==> config.mk <==
export PLATFORM = sky130hd
export DESIGN_NAME = conv_mac_accum
export DESIGN_NICKNAME = d
export VERILOG_FILES = /design/src/rtl/conv_pkg.sv /design/src/rtl/conv_mult_reg.sv /design/src/rtl/conv_mac_accum.sv
export SDC_FILE = /design/constraint.sdc
export NUM_CORES = 1
export LEC_CHECK = 0
export CORE_ASPECT_RATIO = 0.8
export CORE_MARGIN = 3
export CORE_UTILIZATION = 39
export DETAILED_ROUTE_END_ITERATION = 10
export SYNTH_ARGS = -nofsm -noshare
export SYNTH_HDL_FRONTEND = slang
export SYNTH_SLANG_ARGS = --single-unit
export TNS_END_PERCENT = 1
==> constraint.sdc <==
create_clock -name clk -period 4.75 [get_ports clk]
set_input_delay 0.475 -clock clk [delete_from_list [all_inputs] [get_ports clk]]
set_output_delay 0.475 -clock clk [all_outputs]
set_load 0.1 [all_outputs]
==> src/rtl/conv_pkg.sv <==
// Shared definitions for the convolution datapath: MAC FSM state type and default widths.
// Also consumed by the quantization stage.
package conv_pkg;

    localparam int DEF_DATA_W = 8;
    localparam int DEF_ACC_W  = 65;
    localparam int DEF_LEN_W  = 11;
    localparam int BIAS_W     = 32;

    typedef enum logic [1:0] {
        IDLE,
        ACCUM,
        DRAIN,
        DONE
    } mac_state_t;

endpackage

==> src/rtl/conv_mult_reg.sv <==
// Registered signed DATA_W x DATA_W multiplier; the product register only loads when en is high.
module conv_mult_reg
    import conv_pkg::*;
#(
    parameter int DATA_W = DEF_DATA_W
) (
    input  logic                       clk,
    input  logic                       rst,
    input  logic                       en,
    input  logic signed [DATA_W-1:0]   a,
    input  logic signed [DATA_W-1:0]   b,
    output logic signed [2*DATA_W-1:0] p
);

    // NOTE: registers use non-blocking assignments so every flop samples pre-edge values.
    always_ff @(posedge clk) begin
        if (rst) begin
            p <= '0;
        end else if (en) begin
            p <= a * b;
        end
    end

endmodule

==> src/rtl/conv_mac_accum.sv <==
// Dot-product MAC for one convolution output: bias + sum(act*wgt), one term per cycle.
// Build option CONV_MAC_RELU_EN clamps negative results to zero when the result is latched.
module conv_mac_accum
    import conv_pkg::*;
#(
    parameter int DATA_W = DEF_DATA_W,
    parameter int ACC_W  = DEF_ACC_W,
    parameter int LEN_W  = DEF_LEN_W
) (
    input  logic                     clk,
    input  logic                     rst,
    input  logic                     start,
    input  logic [LEN_W-1:0]         len,
    input  logic signed [BIAS_W-1:0] bias,
    input  logic                     in_valid,
    output logic                     in_ready,
    input  logic signed [DATA_W-1:0] act,
    input  logic signed [DATA_W-1:0] wgt,
    output logic signed [ACC_W-1:0]  acc_out,
    output logic                     out_valid,
    input  logic                     out_ready,
    output logic                     busy
);

    mac_state_t state, state_nxt;

    logic [LEN_W-1:0]          len_q;
    logic [LEN_W-1:0]          cnt;
    logic signed [ACC_W-1:0]   acc;
    logic signed [ACC_W-1:0]   acc_sum;
    logic signed [ACC_W-1:0]   bias_ext;
    logic signed [ACC_W-1:0]   prod_ext;
    logic signed [2*DATA_W-1:0] prod;
    logic                      prod_vld;
    logic                      hs;
    logic                      last_hs;

    function automatic logic signed [ACC_W-1:0] shape(input logic signed [ACC_W-1:0] v);
`ifdef CONV_MAC_RELU_EN
        return v[ACC_W-1] ? '0 : v;
`else
        return v;
`endif
    endfunction

    assign in_ready  = (state == ACCUM);
    assign out_valid = (state == DONE);
    assign busy      = (state != IDLE);

    assign hs       = in_valid && in_ready;
    assign last_hs  = hs && (cnt == len_q - LEN_W'(1));
    assign bias_ext = {{(ACC_W-BIAS_W){bias[BIAS_W-1]}}, bias};
    assign prod_ext = {{(ACC_W-2*DATA_W){prod[2*DATA_W-1]}}, prod};
    assign acc_sum  = acc + (prod_vld ? prod_ext : '0);

    conv_mult_reg #(
        .DATA_W (DATA_W)
    ) u_mult (
        .clk (clk),
        .rst (rst),
        .en  (hs),
        .a   (act),
        .b   (wgt),
        .p   (prod)
    );

    always_ff @(posedge clk) begin
        if (rst) begin
            state <= IDLE;
        end else begin
            state <= state_nxt;
        end
    end

    // NOTE: next-state defaults to the current state first so no path infers a latch.
    always_comb begin
        state_nxt = state;
        case (state)
            IDLE:    if (start) state_nxt = (len == '0) ? DONE : ACCUM;
            ACCUM:   if (last_hs) state_nxt = DRAIN;
            DRAIN:   state_nxt = DONE;
            DONE:    if (out_ready) state_nxt = IDLE;
            default: state_nxt = IDLE;
        endcase
    end

    // The product stage lags the handshake by one cycle, so DRAIN folds in the final term.
    always_ff @(posedge clk) begin
        if (rst) begin
            acc      <= '0;
            cnt      <= '0;
            len_q    <= '0;
            prod_vld <= 1'b0;
            acc_out  <= '0;
        end else begin
            prod_vld <= hs;
            if (state == IDLE && start) begin
                acc   <= bias_ext;
                cnt   <= '0;
                len_q <= len;
                if (len == '0) begin
                    acc_out <= shape(bias_ext);
                end
            end else begin
                acc <= acc_sum;
                if (hs) begin
                    cnt <= cnt + LEN_W'(1);
                end
                if (state == DRAIN) begin
                    acc_out <= shape(acc_sum);
                end
            end
        end
    end

endmodule

==> metrics.yaml, run 1 <==
yosys:
  synthArstFlopShare_pct: 0
  synthCells: 1604
  synth_edf_count: 0
  syn_area_mm2: 0.0127
  synth_warnings: 0
  syn_area_per_cell_um2: 7.92
  ys_types: 73
  yosysSeqAreaShare_pct: 27.0
  synth_nets: 1824
  ys_ff_latch: 171
  synth_ff_type: "dfxtp_1"
floorplanning:
  initial_core_util_pct: 40.0
  fp.dieW_um: 208
  rows: 58
  die_h_um: 167
  coreArea_mm2: 0.0318
  io_pins: 132
  die_area_mm2: 0.0348
cts:
  cts_max_level: 4
  cts_hold_buf: 0
  cts_buffer_depth: 2
  cts_tree: "built"
  cts_buffers: 17
  cts.clk_slew.worst_paths_ns: 0.07
  clk_latency_ns: 0.44
  cts_root_buffer: "clkbuf_16"
  cts.sinks: 171
final_layout:
  fin_util_pct: 48.7
  multi_input_area_mm2: 0.00870
  layoutNonFillerInstCount: 2168
  antennaDiodeCount: 0
  fillers: 3151
  area_growth_pct: 22.0
  regArea_mm2: 0.00342
  drive_gt1_share_pct: 7.72
  final_net_count: 1955
sta:
  tightest_slew_ns: 1.08
  rsz0062_at_grt: "false"
  worst_slack_ns: 0.314
  setup_viol: 0
  hold_viol: 0
  slew_viol_final: 0
  clock.fmax_ghz: 0.225
  min_period_ns: 4.44
  post-route-period-util_pct: 93.4
  slew-limit-headroom_pct: 27.9
  fin_skew_ns: 0.0142
drt:
  vias: 11800
  detail-route-antenna-nets: 0
  drt_iter0_markers: 1102
  wl_per_cell_um: 17.7
  dr.pass1.iters: 6
  drt_wl_total_um: 38300
  drc_errors: 0
  vias_per_cell: 5.45
placement:
  preCtsSetupSlack_ns: -0.550
  io_buffers: 131
  placedCellCount: 2133
  dp_hpwl_um: 28900
  gp_congestion: 0.949
power:
  power_density_mw_per_mm2: 499
  p_leak_nw: 6.54
  p_int_w: 0.00408
  sequentialPowerShare_pct: 24.8
  irDropWorstVdd_uv: 555
  swShare_pct: 47.3
  power_switching_w: 0.00365
  clkPwrFrac_pct: 19.6
  p_comb_share_pct: 55.6
worst_setup_path:
  critPathLaunchType: "primary input"
  cp_max_fo: 5
  path_cells: "dlymetal6s2s_1, buf_4, and2_1, ha_1, fa_1, ha_4, fa_1, ha_1, inv_1, fa_2, nor2b_4, o21ai_2, a21oi_2, o21ai_2, a21oi_2, o21ai_1, a21boi_1, o21ai_1, or4_1, nand3_1"
  max_stage_delay_ns: 0.59
  crit_family: "adder cells"
  worstSetupPathType: "primary input to register"
  end_kind: "register"
  path_buf_inv: 3
  worstPathArrival_ns: 4.82
  slowest_stage: "fa_1"
  worstPathRequired_ns: 5.13
global_routing:
  grt_max_degree: 96
  grt_antenna_before_repair: 0
  grt_pass1_vias: 11200
  grt_usage_pct: 21.9
  grt_pass1_wl_um: 61800
  overflow: 0
job:
  maxCapViolCount: 0
min_path:
  hold_path_class: "primary input to register"
status:
  status: "finished, final reports clean"
## what timing repair did
item | 4_1_cts | 5_1_grt
endpoints found under the setup margin | 2 | 5
resized for setup | 3 | 51
pin swaps | 2 | 22
hold endpoints to repair | 0 | 0
buffers inserted | 1 | 2
## placed cells by master, fill, tap and decap left out, types with 55 or more instances in the layout
cell type | netlist | final
ha_1 | 100 | 96
nand2_1 | 168 | 164
a21oi_1 | 170 | 168
nor2_1 | 160 | 160
o21ai_0 | 117 | 112
inv_1 | 108 | 106
dfxtp_1 | 171 | 171
xnor2_1 | 55 | 55
and2_1 | 59 | 56
clkdlybuf4s50_1 | 0 | 114
## power groups by stage
stage / clock network (W) / logic (W) / registers, W
floorplan: 0 / 0.00206 / 0.00284
global placement: 0 / 0.00413 / 0.00194
detailed placement: 0 / 0.00415 / 0.00195
CTS: 0.00155 / 0.00418 / 0.00192
global route: 0.00161 / 0.00470 / 0.00196
finish: 0.00151 / 0.00429 / 0.00192
## flip-flops by register name, indices dropped and copies added (netlist names)
signal    flops
acc_out      65
cnt          11
u_mult.p     16
len_q        11
acc          65
state         2
prod_vld      1
## worst reg2reg max path, stage by stage, from the launching register on
cell	delay (ns)
dfxtp_1	0.54
and2_2	0.51
buf_4	0.49
ha_1	0.42
nand4_1	0.20
nand2b_1	0.19
a21oi_1	0.18
a311oi_2	0.12
o41ai_1	0.82
a31oi_1	0.22
xor2_1	0.35
a21oi_1	0.12
## logic make-up after synthesis
| family | after synthesis | share of synthesized area [%] |
|---|---|---|
| buffers and inverters | 186 | 5.56 |
| muxes | 7 | 0.561 |
| adders and majority gates | 156 | 18.7 |
| DFF | 171 | 27.0 |
| xor gates and xnor gates | 99 | 6.83 |
| AOI/OAI and AO/OA | 457 | 21.8 |
| and+or+nand+nor | 528 | 19.6 |
## cell type report
class,instances,area share (%)
Clock buffer,19,2.86
Clock inverter,13,1.14
Inverter,108,2.62
Multi-Input combinational cell,1247,56.1
Sequential cell,171,22.1
Tap cell,420,3.39
Timing Repair Buffer,190,11.8
## per-layer routing
metal,vias up,track usage [%],part of all wire [%]
li1,5822,-,-
met1,5596,35.0,53
met2,367,30.7,40
met3,32,3.67,6.0
met4,0,3.96,1.1
met5,-,0,0
## per-stage QoR
stage               power (W)  TNS [ns]  cell area (um2)  hold WS [ns]
finish                0.00773         0            15500         0.340
global route          0.00827         0            15500         0.337
CTS                   0.00765  -0.00156            15300         0.312
detailed placement    0.00610     -2.21            14700         0.442
global placement      0.00607     -1.85            14700         0.436
floorplan             0.00490         0            12700         0.427
## worst paths after layout
kind                                  from                   endpoint  slack [ns]  depth (start not counted)
hold / removal                         rst      len_q[1]$_SDFFE_PP0P_        0.34                          2
hold reg to reg   u_mult.p[4]$_SDFFE_PP0P_   u_mult.p[4]$_SDFFE_PP0P_        0.45                          2
setup reg to reg       prod_vld$_SDFF_PP0_   acc_out[57]$_SDFFE_PP0P_        0.44                         11
setup / recovery                    wgt[1]  u_mult.p[14]$_SDFFE_PP0P_        0.31                         20
## Yosys cell counts (all sizes together) (7+ instances only)
cell / count / share of area (%)
a211oi: 34 / 2.0
a21o: 25 / 1.5
a21oi: 170 / 6.7
a31oi: 13 / 0.69
and2: 61 / 3.0
and3: 10 / 0.49
buf: 19 / 0.62
clkbuf: 59 / 1.7
dfxtp: 171 / 27
fa: 56 / 8.8
ha: 100 / 9.9
inv: 108 / 3.2
nand2: 168 / 5.0
nand2b: 13 / 0.70
nand3: 23 / 0.91
nand4: 32 / 1.6
nor2: 160 / 4.7
nor2b: 14 / 0.69
nor3: 17 / 0.71
nor4: 10 / 0.49
o211ai: 9 / 0.57
o21a: 11 / 0.65
o21ai: 127 / 5.1
o21bai: 15 / 0.92
o22ai: 9 / 0.49
o31ai: 7 / 0.41
or3: 7 / 0.34
xnor2: 55 / 3.8
xor2: 44 / 3.0
No activity file was read; power rests on OpenSTA's default activity.
==> run 2, diff against run 1 <==
--- a/config.mk
+++ b/config.mk
@@ -6,10 +6,11 @@
 export NUM_CORES = 1
 export LEC_CHECK = 0
 export CORE_ASPECT_RATIO = 0.8
-export CORE_MARGIN = 3
+export CORE_MARGIN = 5
 export CORE_UTILIZATION = 39
 export DETAILED_ROUTE_END_ITERATION = 10
 export SYNTH_ARGS = -nofsm -noshare
 export SYNTH_HDL_FRONTEND = slang
+export SYNTH_HIERARCHICAL = 1
 export SYNTH_SLANG_ARGS = --single-unit
 export TNS_END_PERCENT = 1
==> run 2 against run 1 <==
  * Worst hold slack better by 0.11 ns
  * Power is 5.6% higher
  * Maximum frequency is 0.92% lower
  * Largest power group unchanged
  * Sequential share of layout area is 0.43 points lower
  * Die area is 9.2% higher
  * Via count is 3.2% higher
  * Wire length is 6.2% higher
  * Clock power hardly changed
  * Final cell count is 1.9% higher
  * Count of clock-buffer cells in the layout stayed put
  * Sequential cell count stayed put
  * Largest cell class unchanged
==> metrics.yaml, run 2 <==
worst_setup_path:
  max_stage_delay_ns: 0.62
  worstPathArrival_ns: 4.82
  critPathLaunchType: "primary input"
  cp_max_fo: 7
  crit_family: "adder cells"
  cp_common_cell: "fa_1"
  path_buf_inv: 4
  ff2ff_path_depth: 12
  path_cells: "clkdlybuf4s50_1, nand2_1, fa_1, inv_1, fa_1, fa_1, inv_1, fa_1, inv_1, ha_1, or2_1, a211oi_2, a211oi_1, or3_1, a32o_1"
  r2r-end: "acc[60]$_SDFF_PP0_"
  reg2reg_slack_ns: 0.74
  end_kind: "register"
  r2r_start: "prod_vld$_SDFF_PP0_"
  worstPathRequired_ns: 5.09
  slowest_stage: "clkdlybuf4s50_1"
  worstSetupPathType: "primary input to register"
global_routing:
  grt_busiest_layer: "met2"
  use_met2_pct: 32.0
  grt_antenna_before_repair: 0
  use_met1_pct: 30.6
  grt_max_degree: 87
  overflow: 0
  grt_pass1_vias: 11700
  grt_pass1_wl_um: 65000
  grt_usage_pct: 21.0
  gr-usage-met3_pct: 3.93
yosys:
  yosys.cell_count.top_type: "dfxtp_1"
  synth_nets: 1838
  syn_area_mm2: 0.0133
  synth_common_cells: "dfxtp_1 (171), nor2_1 (162), nand2_1 (137), a21oi_1 (128), xnor2_1 (99)"
  synth_ff_type: "dfxtp_1"
  ys_types: 101
  syn_area_per_cell_um2: 8.01
  synth_top_area_cell: "dfxtp_1"
  ys_ff_latch: 171
  synthArstFlopShare_pct: 0
  netlist_top_cells_area: "dfxtp_1 (26%), fa_1 (8.4%), xnor2_1 (6.5%)"
  synth_warnings: 6
  yosysSeqAreaShare_pct: 25.7
  synth_edf_count: 0
  synth_top_area_share_pct: 25.7
  synthCells: 1664
drt:
  drc_errors: 0
  drt_wl_total_um: 40600
  detail-route-antenna-nets: 0
  vias: 12200
  vias_per_cell: 5.52
  drt_iter0_markers: 852
  wl_per_cell_um: 18.4
  dr.pass1.iters: 5
cts:
  cts_buffer_depth: 2
  cts_tree: "built"
  cts.sinks: 171
  cts_hold_buf: 0
  cts_max_level: 4
  cts.clk_slew.worst_paths_ns: 0.08
  clk_latency_ns: 0.46
  cts_buffers: 17
  post_cts.repair.setup_buffers: 0
  cts_root_buffer: "clkbuf_16"
  cts_resized: 0
floorplanning:
  die_h_um: 175
  die_area_mm2: 0.0380
  rows: 60
  io_pins: 132
  fp.dieW_um: 217
  initial_core_util_pct: 39.5
  coreArea_mm2: 0.0337
min_path:
  hp-start: "acc_out[43]$_SDFFE_PP0P_"
  hold_path_depth: 2
  hold_path_class: "register to register"
  hold-path-endpoint: "acc_out[43]$_SDFFE_PP0P_"
placement:
  gp_congestion: 0.931
  preCtsSetupSlack_ns: -0.207
  dp_hpwl_um: 31400
  placed_area_mm2: 0.0152
  io_buffers: 131
  placedCellCount: 2178
sta:
  worst_slack_ns: 0.272
  tightest_slew_ns: 1.09
  setup_viol: 0
  fin_skew_ns: 0.0180
  post-route-period-util_pct: 94.3
  slew-limit-headroom_pct: 27.4
  hold_viol: 0
  clock.fmax_ghz: 0.223
  rsz0062_at_grt: "false"
  holdWs_ns: 0.454
  min_period_ns: 4.48
  slew_viol_final: 0
final_layout:
  layout_commonest_cell: "dfxtp_1"
  drive_gt1_share_pct: 8.16
  layoutNonFillerInstCount: 2210
  layout_common_cells: "dfxtp_1 (171), nor2_1 (162), nand2_1 (136)"
  fin_area_mm2: 0.0158
  fillers: 3326
  final_net_count: 1937
  reg_top3: "acc x65, acc_out x65, u_mult/p x16"
  area_growth_pct: 18.6
  antennaDiodeCount: 0
job:
  maxCapViolCount: 0
power:
  total_power_w: 0.00816
  power_density_mw_per_mm2: 516
  irDropWorstVdd_uv: 347
  p_leak_nw: 6.27
status:
  status: "finished, final reports clean"
## run 2: cell count changes after synthesis, moves of 16 or more
| cell | previous run | this run |
|---|---|---|
| a21oi_1 | 170 | 128 |
| buf_2 | 6 | 22 |
| clkbuf_1 | 59 | 75 |
| ha_1 | 100 | 54 |
| mux2i_1 | 6 | 29 |
| nand2_1 | 168 | 137 |
| nand3_1 | 23 | 39 |
| nor4_1 | 10 | 28 |
| o21ai_0 | 117 | 58 |
| xnor2_1 | 55 | 99 |
| xor2_1 | 44 | 27 |
## run 2: kinds of logic (layout without fill, tap and decap cells)
group / after synthesis / count (layout) / share of synthesized area, %
DFF: 171 / 171 / 25.7
AOI/OAI and AO/OA: 395 / 395 / 19.5
muxes: 31 / 31 / 2.38
and+or+nand+nor: 617 / 617 / 24.0
xor gates and xnor gates: 127 / 127 / 8.40
buffers and inverters: 212 / 324 / 6.46
adders and majority gates: 111 / 111 / 13.6
## run 2: final cells by class
cell class | count | area, um2 | share of cell area [%]
Clock buffer | 19 | 443 | 2.80
Inverter | 99 | 372 | 2.35
Clock inverter | 13 | 179 | 1.13
Multi-Input combinational cell | 1281 | 9060 | 57.3
Tap cell | 434 | 543 | 3.44
Sequential cell | 171 | 3420 | 21.7
Timing Repair Buffer | 193 | 1790 | 11.3
## run 2: worst max-delay path by stage
stage                 from                        end  slack [ns]  cells past startpoint
global placement    act[5]  u_mult/p[14]$_SDFFE_PP0P_       -0.16                     15
global route        act[4]  u_mult/p[10]$_SDFFE_PP0P_        0.09                     20
CTS                 act[6]  u_mult/p[14]$_SDFFE_PP0P_        0.27                     16
floorplan           wgt[0]  u_mult/p[14]$_SDFFE_PP0P_        0.53                     15
detailed placement  act[5]  u_mult/p[14]$_SDFFE_PP0P_       -0.21                     15
finish              act[5]  u_mult/p[14]$_SDFFE_PP0P_        0.27                     15
## run 2: where the power goes
part / internal [W] / leakage, nW / switching (W)
Clock: 0.000857 / 0.307 / 0.000660
Sequential: 0.00175 / 1.40 / 0.000402
Combinational: 0.00162 / 4.57 / 0.00287
## run 2: worst min-delay path: cells and delay by family, from the launching register on
family	cells	cell delay (ns)
flip-flops	1	0.32
AO/OA/AOI/OAI	1	0.05
AND/OR/NAND/NOR	1	0.05
## run 2: through the flow
| stage | utilization (%) | TNS, ns |
|---|---|---|
| 5_1_grt | 46.9 | 0 |
| 6_report | 46.9 | 0 |
| 4_1_cts | 46.9 | 0 |
| 3_5_place_dp | 45.0 | -0.440 |
| 3_3_place_gp | 45.0 | -0.328 |
| 2_1_floorplan | - | 0 |
## run 2: metal layers
metal | up-vias | share of wire (%)
met5 | - | 0
met2 | 319 | 44
met1 | 5805 | 49
li1 | 6020 | -
met3 | 46 | 5.2
met4 | 0 | 2.0
==> run 3, diff against run 2 <==
==> constraint.sdc (replaced) <==
create_clock -name clk -period 4.9 [get_ports clk]
set_input_delay 0.49 -clock clk [delete_from_list [all_inputs] [get_ports clk]]
set_output_delay 0.49 -clock clk [all_outputs]
set_load 0.1 [all_outputs]
==> run 3 against run 2 <==
  * Die area is the same
  * Register-to-register slack better by 0.10 ns
  * Wire length shrank 1.6%
  * Worst setup slack gained 0.039 ns
  * Via count barely moved
  * Power is 6.2% lower
  * Critical endpoint unchanged
  * Highest routed layer unchanged
==> metrics.yaml, run 3 (synthesized netlist as in run 2, its figures left out) <==
sta:
  setup_viol: 0
  tightest_slew_ns: 1.07
  rsz0062_at_grt: "false"
  finalSetupTns_ns: 0
  hold_viol: 0
  slew_viol_final: 0
  worst_slack_ns: 0.312
  fin_skew_ns: 0.0130
  post-route-period-util_pct: 93.6
  slew-limit-headroom_pct: 28.7
  clock.fmax_ghz: 0.218
  min_period_ns: 4.59
cts:
  cts_buffer_depth: 2
  cts_resized: 0
  cts_hold_buf: 0
  cts.clk_slew.worst_paths_ns: 0.07
  cts_root_buffer: "clkbuf_16"
  cts_tree: "built"
  post_cts.repair.setup_buffers: 0
  cts.sinks: 171
  cts_max_level: 4
  cts_buffers: 17
  clk_latency_ns: 0.45
worst_setup_path:
  crit_family: "adder cells"
  r2r_start: "prod_vld$_SDFF_PP0_"
  reg2reg_slack_ns: 0.84
  max_stage_delay_ns: 0.65
  end_kind: "register"
  worstPathRequired_ns: 5.23
  ff2ff_path_depth: 11
  critPathLaunchType: "primary input"
  slowest_stage: "clkdlybuf4s50_1"
  worstPathArrival_ns: 4.92
  r2r-end: "acc[37]$_SDFF_PP0_"
  cp_max_fo: 8
  path_buf_inv: 4
  worstSetupPathType: "primary input to register"
  crit_cells: 15
  cp_common_cell: "fa_1"
  path_cells: "clkdlybuf4s50_1, nand2_1, fa_1, fa_1, inv_1, fa_1, inv_1, fa_1, inv_1, ha_1, or2_1, a211oi_2, a211oi_1, or3_1, a32o_1"
placement:
  io_buffers: 131
  gp_congestion: 0.949
  preCtsSetupSlack_ns: -0.142
  dp_hpwl_um: 31000
drt:
  detail-route-antenna-nets: 0
  vias_per_cell: 5.58
  dr.pass1.iters: 7
  vias: 12200
  wl_per_cell_um: 18.3
  drt_wl_total_um: 40000
  drc_errors: 0
  drt_iter0_markers: 941
job:
  maxCapViolCount: 0
min_path:
  hold_path_depth: 2
  hold_path_class: "register to register"
  hold-path-endpoint: "acc_out[31]$_SDFFE_PP0P_"
  hp-start: "acc_out[31]$_SDFFE_PP0P_"
final_layout:
  layout_common_cells: "dfxtp_1 (171), nor2_1 (162), nand2_1 (136)"
  layout_commonest_cell: "dfxtp_1"
  drive_gt1_share_pct: 6.80
  fin_util_pct: 46.1
  area_growth_pct: 16.7
  final_net_count: 1912
  reg_top3: "acc x65, acc_out x65, u_mult/p x16"
  antennaDiodeCount: 0
floorplanning:
  initial_core_util_pct: 39.5
  io_pins: 132
  fp.dieW_um: 217
  rows: 60
  die_area_mm2: 0.0380
  die_h_um: 175
  coreArea_mm2: 0.0337
global_routing:
  grt_pass1_wl_um: 64900
  grt_antenna_before_repair: 0
  grt_usage_pct: 20.9
  grt_pass1_vias: 11600
  grt_max_degree: 87
  overflow: 0
status:
  status: "finished, final reports clean"
power:
  power_density_mw_per_mm2: 492
  p_leak_nw: 6.12
  irDropWorstVdd_uv: 345
-- run 3: cell count changes in the layout (fill, tap and decap cells not counted) --
cell | before | now
bufinv_16 | 3 | 1
inv_8 | 2 | 1
clkbuf_8 | 1 | 0
inv_6 | 4 | 5
clkinv_4 | 3 | 4
buf_4 | 62 | 37
clkinvlp_4 | 0 | 1
-- run 3: routing by layer --
| layer | part of all wire, % | global-route usage [%] | wire length, um | vias up |
|---|---|---|---|---|
| met4 | 1.3 | 3.76 | 530 | 0 |
| met1 | 49 | 31.0 | 19700 | 5789 |
| met5 | 0 | 0 | 0 | - |
| li1 | - | - | - | 5974 |
| met3 | 5.6 | 3.70 | 2250 | 54 |
| met2 | 44 | 32.1 | 17600 | 366 |
-- run 3: cell type report --
cell class	instances	area [um2]
Fill cell	3379	18200
Multi-Input combinational cell	1281	9060
Sequential cell	171	3420
Timing Repair Buffer	168	1600
Tap cell	434	543
Clock buffer	18	429
Inverter	99	372
Clock inverter	13	133
-- run 3: worst max-delay path by stage --
stage,slack [ns],start,to
floorplan,0.67,wgt[0],u_mult/p[14]$_SDFFE_PP0P_
global placement,-0.03,act[6],u_mult/p[14]$_SDFFE_PP0P_
detailed placement,-0.14,act[6],u_mult/p[14]$_SDFFE_PP0P_
CTS,0.32,act[6],u_mult/p[14]$_SDFFE_PP0P_
global route,0.11,act[4],u_mult/p[13]$_SDFFE_PP0P_
finish,0.31,act[6],u_mult/p[14]$_SDFFE_PP0P_
-- run 3: worst register-to-register path: stages, from the launching register on --
cell     delay (ns)
dfxtp_1        0.68
buf_4          0.33
nand2_4        0.09
inv_2          0.54
buf_4          0.32
a21oi_1        0.11
or4b_1         0.49
a41oi_1        0.39
mux2i_1        0.29
xor2_1         0.39
o21ai_0        0.15
nor2b_1        0.16
-- run 3: stage by stage --
step	area [um2]	cells	power (W)	hold WS (ns)
after floorplan	13300	1664	0.00522	0.417
after global placement	15000	2153	0.00627	0.440
final	15600	2184	0.00765	0.450
after detailed placement	15000	2153	0.00632	0.441
after CTS	15600	2184	0.00770	0.452
after global routing	15600	2184	0.00819	0.478
-- run 3: where the power goes --
group,total [W],internal (W),leakage [nW],switching (W)
combinational,0.00422,0.00147,4.45,0.00275
clock,0.00134,0.000710,0.274,0.000631
sequential,0.00209,0.00170,1.40,0.000389
